**config.mk**
```make
export PLATFORM = sky130hd
export DESIGN_NAME = jk_mod_counter
export DESIGN_NICKNAME = d
export VERILOG_FILES = /design/src/rtl/jk_mod_counter.sv
export SDC_FILE = /design/constraint.sdc
export NUM_CORES = 1
export LEC_CHECK = 0
export ABC_AREA = 1
export BUFFER_PORTS_ARGS = -buffer_cell sky130_fd_sc_hd__clkbuf_2
export CAP_MARGIN = 25
export CORE_AREA = 2 2 41 43
export DETAILED_ROUTE_END_ITERATION = 10
export DIE_AREA = 0 0 43 45
export HOLD_SLACK_MARGIN = 0.06
export PLACE_DENSITY_LB_ADDON = 0.08
export SYNTH_ARGS = -nofsm -noshare
export SYNTH_HDL_FRONTEND = slang
export SYNTH_SLANG_ARGS = --single-unit
```
**constraint.sdc**
```tcl
create_clock -name clk -period 1.3 [get_ports clk]
set_input_delay 0.13 -clock clk [delete_from_list [all_inputs] [get_ports clk]]
set_output_delay 0.13 -clock clk [all_outputs]
set_load 0.01 [all_outputs]
```
**src/rtl/jk_mod_counter.sv**
```systemverilog
// Modulo-MODULUS up/down counter whose state bits are JK flip-flops, with the per-bit J/K drive exposed.
// Define JK_MOD_COUNTER_SAT_EN to saturate at the range ends instead of wrapping.
module jk_mod_counter #(
  parameter int WIDTH   = 4,
  parameter int MODULUS = 10
) (
  input  logic             clk,
  input  logic             rst,
  input  logic             en,
  input  logic             up,
  input  logic             load,
  input  logic [WIDTH-1:0] d,
  output logic [WIDTH-1:0] q,
  output logic [WIDTH-1:0] q_bar,
  output logic [WIDTH-1:0] j_bus,
  output logic [WIDTH-1:0] k_bus,
  output logic             tc
);

`ifdef JK_MOD_COUNTER_SAT_EN
  localparam bit SAT = 1'b1;
`else
  localparam bit SAT = 1'b0;
`endif

  localparam logic [WIDTH-1:0] MAX  = WIDTH'(MODULUS - 1);
  localparam logic [WIDTH:0]   MODW = (WIDTH + 1)'(MODULUS);

  logic [WIDTH-1:0] nxt;
  logic [WIDTH-1:0] load_val;
  logic             at_max;
  logic             at_zero;
  logic             out_of_range;

  always_comb begin
    out_of_range = ({1'b0, q} >= MODW);
    at_max       = (q == MAX);
    at_zero      = (q == '0);
    load_val     = ({1'b0, d} >= MODW) ? MAX : d;
    nxt          = q;
    if (load) begin
      nxt = load_val;
    end else if (en) begin
      // An out-of-range state re-enters the count range at the far end of the count direction.
      if (up) begin
        if (out_of_range)  nxt = '0;
        else if (at_max)   nxt = SAT ? MAX : '0;
        else               nxt = q + WIDTH'(1);
      end else begin
        if (out_of_range)  nxt = MAX;
        else if (at_zero)  nxt = SAT ? '0 : MAX;
        else               nxt = q - WIDTH'(1);
      end
    end
  end

  // Load uses set/reset drive; counting and holding use toggle drive, so a hold is J=K=0.
  always_comb begin
    if (rst) begin
      j_bus = '0;
      k_bus = '1;
    end else if (load) begin
      j_bus = nxt;
      k_bus = ~nxt;
    end else begin
      j_bus = q ^ nxt;
      k_bus = q ^ nxt;
    end
  end

  assign tc    = ~rst & en & ~load & (up ? at_max : at_zero);
  assign q_bar = ~q;

  always_ff @(posedge clk) begin
    if (rst) q <= '0;
    else     q <= (j_bus & ~q) | (~k_bus & q);
  end

endmodule

```
==> reports/results.ini, run 1 <==
[logic_synthesis]
yosysWarnings=0
async_reset_ff_frac=0
ys_ff_latch=4
synth_nets=118
synth_commonest_cells=42 x nand2_1, 11 x inv_1, 9 x a21oi_1, 9 x nand3_1, 8 x nor2_1
synth_area_per_cell_um2=5.26
synthAdderAreaFrac=0
syn_inst=109
synth.distinct_cells=21
synth-compound-area-share=0.190
synth_edf_count=0
synth.area.mux_share=0
synth_ff_type=dfxtp_1
synth.largest_area_cell=nand2_1
yosysSeqAreaShare=0.140
synth-xor-area-share=0
synth_top_area_frac=0.275
synth.area.top_cells=nand2_1 28%, dfxtp_1 14%, a21oi_1 7.9%, nand3_1 7.9%, inv_1 7.2%
synthSimpleGateAreaFrac=0.511
synthMostInstantiatedCell=nand2_1
synth_top_family_by_area=simple AND/OR/NAND/NOR gates
mappedNetlistArea_um2=573

[layout]
regArea_um2=95.1
fill_cells=141
syn_to_final_growth_pct=69.0
layout-drive-gt1-share=0.586
largest-register=q
multi_input_area_um2=479
insertedDiodeCount=0
final_nets=162
largest_reg_flops=4
biggestRegsByFlops=q (4)

[place]
dp_hpwl_um=1390
io_buffers=25
place.gp.congestion=0.827

[timing]
rsz0062_at_grt=true
hold_slack_ns=0.298
post-route-min-period_ns=1.72
period_share=1.33
timing.slew.headroom=0.834
max_freq_mhz=581
setup_viol=10
clock_skew_ns=0.00456
finalMaxSlewViolations=0
worst_pin_slew_ns=0.248
fin_ws_ns=-0.423
hold_viol=0

[floorplanning]
dieArea_um2=1940
top_level_ports=26
die_x_um=43
rows=14
core_um2=1470
die_h_um=45
initial_core_util=0.389

[power]
leakage_uw=0.000517
irDropWorstVdd_mv=0.388
finalPower_uw=730
p_per_area_nw_per_um2=754

[global_route]
grt_use_total=0.195
antenna_found_initial=0
grt.overflow.total=0
grt_pass1_wl_um=2890
grt_pass1_vias=695
grt_max_degree=10

[clocking]
cts.sinks=4
ctsHoldBuffers=0
cts_buffer_depth=2
htree_num_levels=1
cts_tree=done
cts_buffers=3
clk_pin_slew_worst_paths_ns=0.04
clk_latency_ns=0.24
clockRootBuffer=clkbuf_4

[critical_path]
cp_cell_sequence=buf_6, nand2_1, nand2_1, nand2_1, a21oi_2, nand3_2, nand2_2, nand2_1, nand2_1, nand3_1, nand2_1, inv_1, clkbuf_2
r2r_cells=10
r2r_setup_slack_ns=-0.17
max_stage_delay_ns=0.41
r2r_end=q[3]
required_ns=1.17
crit_family=simple AND/OR/NAND/NOR gates
slowest_stage=dfxtp_4
critical_path_class=register to output pin
path_buf_inv=3
critical_path.max_fanout=6
r2r_start=q[2]
arrival_ns=1.59
crit_top_cell=nand2_1
cp-end-kind=output pin
cp-start-kind=register

[route]
drt_pass1_iterations=4
routed_wl_um=1870
num_vias=856
drt_iter0_markers=36
vias_per_cell=5.10
ant_nets=0
drc_errors=0
routedWlPerCell_um=11.1

[hold_path]
hold_path_end=q[2]
hp-start=rst
min_path_type=input pin to register
hold-path-cell-count=3

[run]
cap_violations=0

[status]
violations=negative setup slack
status=finished with violations

-- cell type report --
type | count | share of cell area
multi-input combinational | 86 | 0.495
inverter | 15 | 0.0633
tap | 16 | 0.0207
sequential | 4 | 0.0982
timing repair buffer | 43 | 0.296
clock buffer | 4 | 0.0271
-- worst register-to-register path, delay by kind of cell, from the launching register on --
family / cells / cell delay (ns)
simple gates: 5 / 0.42
flops: 1 / 0.37
compound gates: 3 / 0.34
buf+inv: 2 / 0.22
-- metrics by stage --
stage          setup TNS, ns  cell area [µm²]  utilization  setup WS, ns  instances
5_1_grt                -4.50              968        0.658        -0.564        168
6_report               -3.36              968        0.658        -0.423        168
3_3_place_gp          -0.726              812        0.552        -0.137        160
4_1_cts                -2.90              856        0.582        -0.390        165
3_5_place_dp          -0.870              812        0.552        -0.176        160
2_1_floorplan         -0.108              603            -       -0.0324        109
-- worst max path at each step --
stage	startpoint	endpoint	slack, ns	depth (start not counted)
global placement	q[1]	j_bus[1]	-0.14	13
floorplan	q[0]	q[3]	-0.03	10
finish	q[1]	j_bus[2]	-0.42	13
CTS	q[2]	j_bus[0]	-0.39	12
global route	q[1]	k_bus[2]	-0.56	13
detailed placement	q[1]	j_bus[1]	-0.18	13
-- logic make-up after synthesis --
| family | Yosys count |
|---|---|
| and+or+nand+nor | 68 |
| buffers and inverters | 19 |
| AOI/OAI and AO/OA | 18 |
| DFF | 4 |
-- what timing repair did --
| item | 4_1_cts | 5_1_grt |
|---|---|---|
| endpoints found under the setup margin | 10 | 10 |
| gates resized for setup | 4 | 36 |
| cloned | 0 | 0 |
| pin swaps | 3 | 8 |
| setup buffers | 1 | 3 |
-- power by group --
part	leakage, µW	total, µW	switching [µW]	internal, µW
sequential	0.0000357	167	32.4	135
clock	0.0000150	173	57.9	116
combinational	0.000467	389	210	179
total	0.000517	730	300	430
-- per-layer routing --
layer / routed length [µm] / vias to the layer above / global-route usage
li1: - / 436 / -
met2: 878 / 37 / 0.309
met1: 844 / 381 / 0.280
met5: 0 / - / 0
met4: 19 / 0 / 0.0909
met3: 122 / 2 / 0
-- cell usage in the layout, fill, tap and decap left out, types with 3 or more instances in the layout --
| cell type | instances |
|---|---|
| nor2_2 | 4 |
| nand4_1 | 3 |
| nand3_2 | 4 |
| nor2_1 | 6 |
| a21oi_1 | 8 |
| a21oi_2 | 3 |
| nand3_1 | 6 |
| nand2_1 | 25 |
| inv_1 | 8 |
| clkbuf_2 | 20 |
| inv_2 | 5 |
| buf_6 | 5 |
| clkbuf_4 | 3 |
| dfxtp_4 | 4 |
| nand2_2 | 19 |
| buf_4 | 16 |
Power figures use the tool's default switching activity.
==> inputs of run 2 (changes only) <==
--- a/config.mk
+++ b/config.mk
@@ -8,9 +8,9 @@
 export ABC_AREA = 1
 export BUFFER_PORTS_ARGS = -buffer_cell sky130_fd_sc_hd__clkbuf_2
 export CAP_MARGIN = 25
-export CORE_AREA = 2 2 41 43
+export CORE_AREA = 2 2 39 41
 export DETAILED_ROUTE_END_ITERATION = 10
-export DIE_AREA = 0 0 43 45
+export DIE_AREA = 0 0 41 43
 export HOLD_SLACK_MARGIN = 0.06
 export PLACE_DENSITY_LB_ADDON = 0.08
 export SYNTH_ARGS = -nofsm -noshare
==> constraint.sdc (replaced) <==
create_clock -name clk -period 2 [get_ports clk]
set_input_delay 0.2 -clock clk [delete_from_list [all_inputs] [get_ports clk]]
set_output_delay 0.2 -clock clk [all_outputs]
set_load 0.01 [all_outputs]
==> reports/results.ini, run 2 (synthesized netlist as in run 1, its figures left out) <==
[place]
place.gp.congestion=0.749  ; -9.4%
dp.cells=146  ; -8.8%
io_buffers=25  ; unchanged
placed_area_um2=683  ; -16%
dp_hpwl_um=1220  ; -12%

[layout]
final_cells=149  ; -11%
largest-register=q
final_cell_mix=42 x nand2_1, 25 x clkbuf_2, 11 x inv_1
largest_reg_flops=4  ; unchanged
multi_input_area_um2=402  ; -16%
layout-drive-gt1-share=0.331  ; -0.255
fill_cells=169  ; +20%
final_nets=144  ; -11%
layout_commonest_cell=nand2_1
insertedDiodeCount=0  ; unchanged
biggestRegsByFlops=q (4)
final_core_util=0.517  ; -0.141
syn_to_final_growth_pct=24.9
regArea_um2=90.1  ; -5.3%
stdcell_area_um2=716  ; -26%

[route]
routed_wl_um=1530  ; -18%
drt_pass1_iterations=4  ; unchanged
ant_nets=0  ; unchanged
routedWlPerCell_um=10.2  ; -7.8%
vias_per_cell=4.85  ; -4.8%
num_vias=723  ; -16%
drc_errors=0  ; unchanged
drt_iter0_markers=21  ; -42%

[timing]
rsz0062_at_grt=true
max_freq_mhz=558
timing.slew.headroom=0.862  ; +0.0283
worst_pin_slew_ns=0.206  ; -0.0418 ns
post-route-min-period_ns=1.79
setup_viol=0  ; -10
period_share=0.895
hold_viol=0  ; unchanged
finalMaxSlewViolations=0  ; unchanged
clock_skew_ns=0.000316  ; -0.00424 ns

[floorplanning]
die_h_um=43  ; -4.4%
dieArea_um2=1760  ; -8.9%
core_um2=1380  ; -6.0%
die_x_um=41  ; -4.7%
top_level_ports=26  ; unchanged
initial_core_util=0.414  ; +0.0246
rows=14  ; unchanged

[global_route]
grt_pass1_vias=615  ; -12%
grt_max_degree=12  ; +2
grt.overflow.total=0  ; unchanged
grt_use_total=0.199  ; +0.00364
antenna_found_initial=0  ; unchanged
grt_pass1_wl_um=2420  ; -16%

[clocking]
cts_buffer_depth=2  ; unchanged
clockRootBuffer=clkbuf_4
clk_latency_ns=0.24  ; about the same
cts_buffers=3  ; unchanged
cts.sinks=4  ; unchanged
clk_pin_slew_worst_paths_ns=0.04  ; about the same
cts_tree=done
cts_setup_buffers=0  ; -1
htree_num_levels=1  ; unchanged

[critical_path]
required_ns=1.80  ; +0.63 ns
arrival_ns=1.59  ; about the same
cp-start-kind=register
critical_path.max_fanout=10  ; +4
critical_path_class=register to output pin
r2r_cells=7  ; -3
cp-end-kind=output pin

[power]
leakage_uw=0.000413  ; -20%
combPwrFrac=0.434  ; -0.099
seqPwrFrac=0.287  ; +0.058
p_clk_frac=0.279  ; +0.041
swShare=0.424  ; +0.0123
p_per_area_nw_per_um2=535  ; -29%
irDropWorstVdd_mv=0.307  ; -21%
p_int_uw=221  ; -49%
p_sw_uw=162  ; -46%
finalPower_uw=383  ; -48%

[status]
status=completed

[run]
cap_violations=0  ; unchanged

[hold_path]
hold-path-cell-count=4  ; +1
min_path_type=input pin to register

[run 2: cell count changes in the layout (fill, tap and decap cells not counted), sizes merged]
cell	before	now
clkbuf	24	28
buf	23	0
[run 2: final cells by class]
class	instances	area share
clock buffers	3	0.0315
inverters	15	0.0787
multi-input cells	86	0.561
flip-flops and latches	4	0.126
well taps	16	0.0280
repair buffers	25	0.175
[run 2: final timing paths]
path                            start        to  slack (ns)
worst max register to register   q[1]      q[3]        0.69
worst min-delay path              rst      q[3]        0.29
worst max-delay path             q[1]  j_bus[1]        0.21
worst min register to register   q[3]      q[3]        0.57
[run 2: worst max-delay path, cell delays in order (launching register included)]
cell	delay, ns
dfxtp_4	0.41
inv_2	0.09
nand2_1	0.06
nand2_1	0.06
nor2_1	0.10
nand2_1	0.05
nand2_1	0.05
nand2_1	0.07
nand2_1	0.08
nand3_1	0.09
nand3_1	0.09
nand2_1	0.05
inv_1	0.05
clkbuf_2	0.12
[run 2: timing repair]
action / CTS / global route
hold buffers: 0 / 0
resized for setup: 1 / 5
endpoints found under the setup margin: 2 / 4
[run 2: stage by stage]
stage | hold WS [ns] | setup slack [ns] | setup TNS (ns)
floorplan | 0.366 | 0.504 | 0
global placement | 0.548 | 0.255 | 0
detailed placement | 0.553 | 0.212 | 0
CTS | 0.306 | 0.0270 | 0
global route | 0.330 | -0.00107 | -0.00107
finish | 0.292 | 0.209 | 0
[run 2: power by group through the flow]
stage / clock network (µW) / logic, µW / registers [µW]
after floorplan: 0 / 129 / 98.4
after global placement: 0 / 165 / 110
after detailed placement: 0 / 167 / 110
after CTS: 107 / 168 / 109
after global routing: 112 / 189 / 111
final: 107 / 166 / 110
[run 2: routing by layer]
layer  GRT usage  vias up  share of wire  wire length (µm)
met5           0        -              0                 0
met4       0.100        0          0.024                37
met3      0.0157        4          0.042                64
met2       0.328       17           0.45               688
met1       0.240      307           0.48               735
li1            -      395              -                 -
==> inputs of run 3 (changes only) <==
--- a/config.mk
+++ b/config.mk
@@ -12,7 +12,7 @@
 export DETAILED_ROUTE_END_ITERATION = 10
 export DIE_AREA = 0 0 41 43
 export HOLD_SLACK_MARGIN = 0.06
-export PLACE_DENSITY_LB_ADDON = 0.08
+export PLACE_DENSITY = 0.79
 export SYNTH_ARGS = -nofsm -noshare
 export SYNTH_HDL_FRONTEND = slang
 export SYNTH_SLANG_ARGS = --single-unit
==> reports/results.ini, run 3 (synthesized netlist as in run 1, its figures left out) <==
[status]
status=completed

[critical_path]
cp-start-kind=register
r2r_cells=9  ; +2
critical_path.max_fanout=10  ; unchanged
r2r_start=q[0]
slowest_stage=dfxtp_4
required_ns=1.80  ; about the same
cp_cell_sequence=inv_2, nand2_1, nand2_1, nor2_1, nand2_1, nand2_1, nand2_1, nand2_1, nand2_1, nand2_2, nand3_1, nand2_1, inv_1, clkbuf_2
crit_top_cell=nand2_1
r2r_end=q[3]
max_stage_delay_ns=0.40  ; about the same
critical_path_class=register to output pin
path_buf_inv=3  ; unchanged
cp-end-kind=output pin
arrival_ns=1.60  ; about the same
r2r_setup_slack_ns=0.71  ; +0.02 ns
crit_family=simple AND/OR/NAND/NOR gates

[timing]
hold_viol=0  ; unchanged
post-route-min-period_ns=1.80  ; +0.00525 ns
clock_skew_ns=0.00226  ; +0.00195 ns
period_share=0.898  ; +0.00262
finalSetupTns_ns=0  ; unchanged
timing.slew.headroom=0.853  ; -0.00943
worst_pin_slew_ns=0.221  ; +0.0144 ns
setup_viol=0  ; unchanged
finalMaxSlewViolations=0  ; unchanged
max_freq_mhz=557  ; -0.29%

[hold_path]
hp-start=rst
hold_path_end=q[3]
hold-path-cell-count=4  ; unchanged
min_path_type=input pin to register

[floorplanning]
die_h_um=43  ; unchanged
dieArea_um2=1760  ; unchanged
die_x_um=41  ; unchanged
rows=14  ; unchanged
core_um2=1380  ; unchanged
top_level_ports=26  ; unchanged
initial_core_util=0.414  ; unchanged

[power]
combPwrFrac=0.441  ; +0.007
leakage_uw=0.000414  ; +0.12%
seqPwrFrac=0.285  ; -0.002
finalPower_uw=381  ; -0.60%
p_per_area_nw_per_um2=530  ; -0.95%
swShare=0.420  ; -0.00407
p_clk_frac=0.275  ; -0.004
p_sw_uw=160  ; -1.6%
p_int_uw=221  ; about the same
irDropWorstVdd_mv=0.245  ; -20%

[global_route]
grt.overflow.total=0  ; unchanged
grt_pass1_vias=612  ; -0.49%
grt_use_total=0.194  ; -0.00482
grt_max_degree=12  ; unchanged
antenna_found_initial=0  ; unchanged
grt_pass1_wl_um=2440  ; +0.83%

[route]
drt_pass1_iterations=4  ; unchanged
drc_errors=0  ; unchanged
num_vias=761  ; +5.3%
drt_iter0_markers=11  ; -48%
vias_per_cell=5.11  ; +5.3%
ant_nets=0  ; unchanged
routedWlPerCell_um=9.58  ; -6.4%
routed_wl_um=1430  ; -6.4%

[layout]
largest_reg_flops=4  ; unchanged
insertedDiodeCount=0  ; unchanged
syn_to_final_growth_pct=25.3
regArea_um2=90.1  ; unchanged
fill_cells=146  ; -14%
final_nets=144  ; unchanged
final_cell_mix=41 x nand2_1, 25 x clkbuf_2, 11 x inv_1
layout_commonest_cell=nand2_1
biggestRegsByFlops=q (4)
largest-register=q
multi_input_area_um2=404  ; +0.62%
layout-drive-gt1-share=0.338  ; +0.00752

[run]
cap_violations=0  ; unchanged

[clocking]
clk_latency_ns=0.24  ; about the same
clk_pin_slew_worst_paths_ns=0.04  ; about the same
ctsHoldBuffers=0  ; unchanged
cts_buffers=3  ; unchanged
clockRootBuffer=clkbuf_4
cts_tree=done
cts.sinks=4  ; unchanged
cts_buffer_depth=2  ; unchanged
cts_setup_buffers=0  ; unchanged
htree_num_levels=1  ; unchanged

[place]
io_buffers=25  ; unchanged
dp_hpwl_um=1160  ; -4.9%
place.gp.congestion=0.791  ; +5.6%

run 3: cell counts in the layout (fill, tap and decap cells not counted):
Identical to the previous run, type by type.
run 3: metal layers:
| metal | vias to the layer above | part of all wire | global-route usage |
|---|---|---|---|
| met2 | 28 | 0.52 | 0.306 |
| met3 | 2 | 0.050 | 0.0314 |
| li1 | 397 | - | - |
| met1 | 334 | 0.42 | 0.257 |
| met5 | - | 0 | 0 |
| met4 | 0 | 0.0084 | 0.0600 |
run 3: how the worst max path moves through the flow:
| stage | startpoint | endpoint | slack, ns | cells after the start |
|---|---|---|---|---|
| final | q[1] | j_bus[1] | 0.20 | 14 |
| after global routing | q[1] | j_bus[1] | -0.01 | 14 |
| after CTS | q[0] | j_bus[1] | 0.04 | 14 |
| after detailed placement | q[1] | j_bus[1] | 0.26 | 14 |
| after global placement | q[1] | j_bus[1] | 0.32 | 13 |
| after floorplan | q[2] | j_bus[2] | 0.50 | 10 |
run 3: cell type report:
cell class                 instances  share of cell area
sequential                         4               0.125
inverter                          15              0.0784
multi-input combinational         86               0.563
tap                               16              0.0279
timing repair buffer              25               0.174
clock buffer                       3              0.0314
run 3: timing repair:
action	in CTS	in global routing
endpoints found under the setup margin	1	4
pin swaps	0	0
gates resized for setup	1	6
run 3: metrics by stage:
stage               cell area (µm²)   util  cells  hold slack, ns  worst slack [ns]
global route                    718  0.519    149           0.304           -0.0135
detailed placement              683  0.494    146           0.538             0.261
finish                          718  0.519    149           0.285             0.204
CTS                             707  0.511    149           0.285            0.0401
global placement                683  0.494    146           0.546             0.324
floorplan                       573      -    109           0.366             0.504
run 3: power by group through the flow:
stage	logic (µW)	clock network, µW	registers, µW
finish	168	105	108
global route	190	113	112
CTS	167	109	108
detailed placement	166	0	109
global placement	164	0	108
floorplan	129	0	98.4
run 3: worst register-to-register path: stages, from the launching register on:
cell	delay [ns]
dfxtp_4	0.37
nor2_2	0.15
nand2_1	0.08
nand2_2	0.08
nand2_1	0.05
a21oi_1	0.12
nand2_1	0.11
a21oi_2	0.15
nand2_1	0.06
nand2_1	0.05
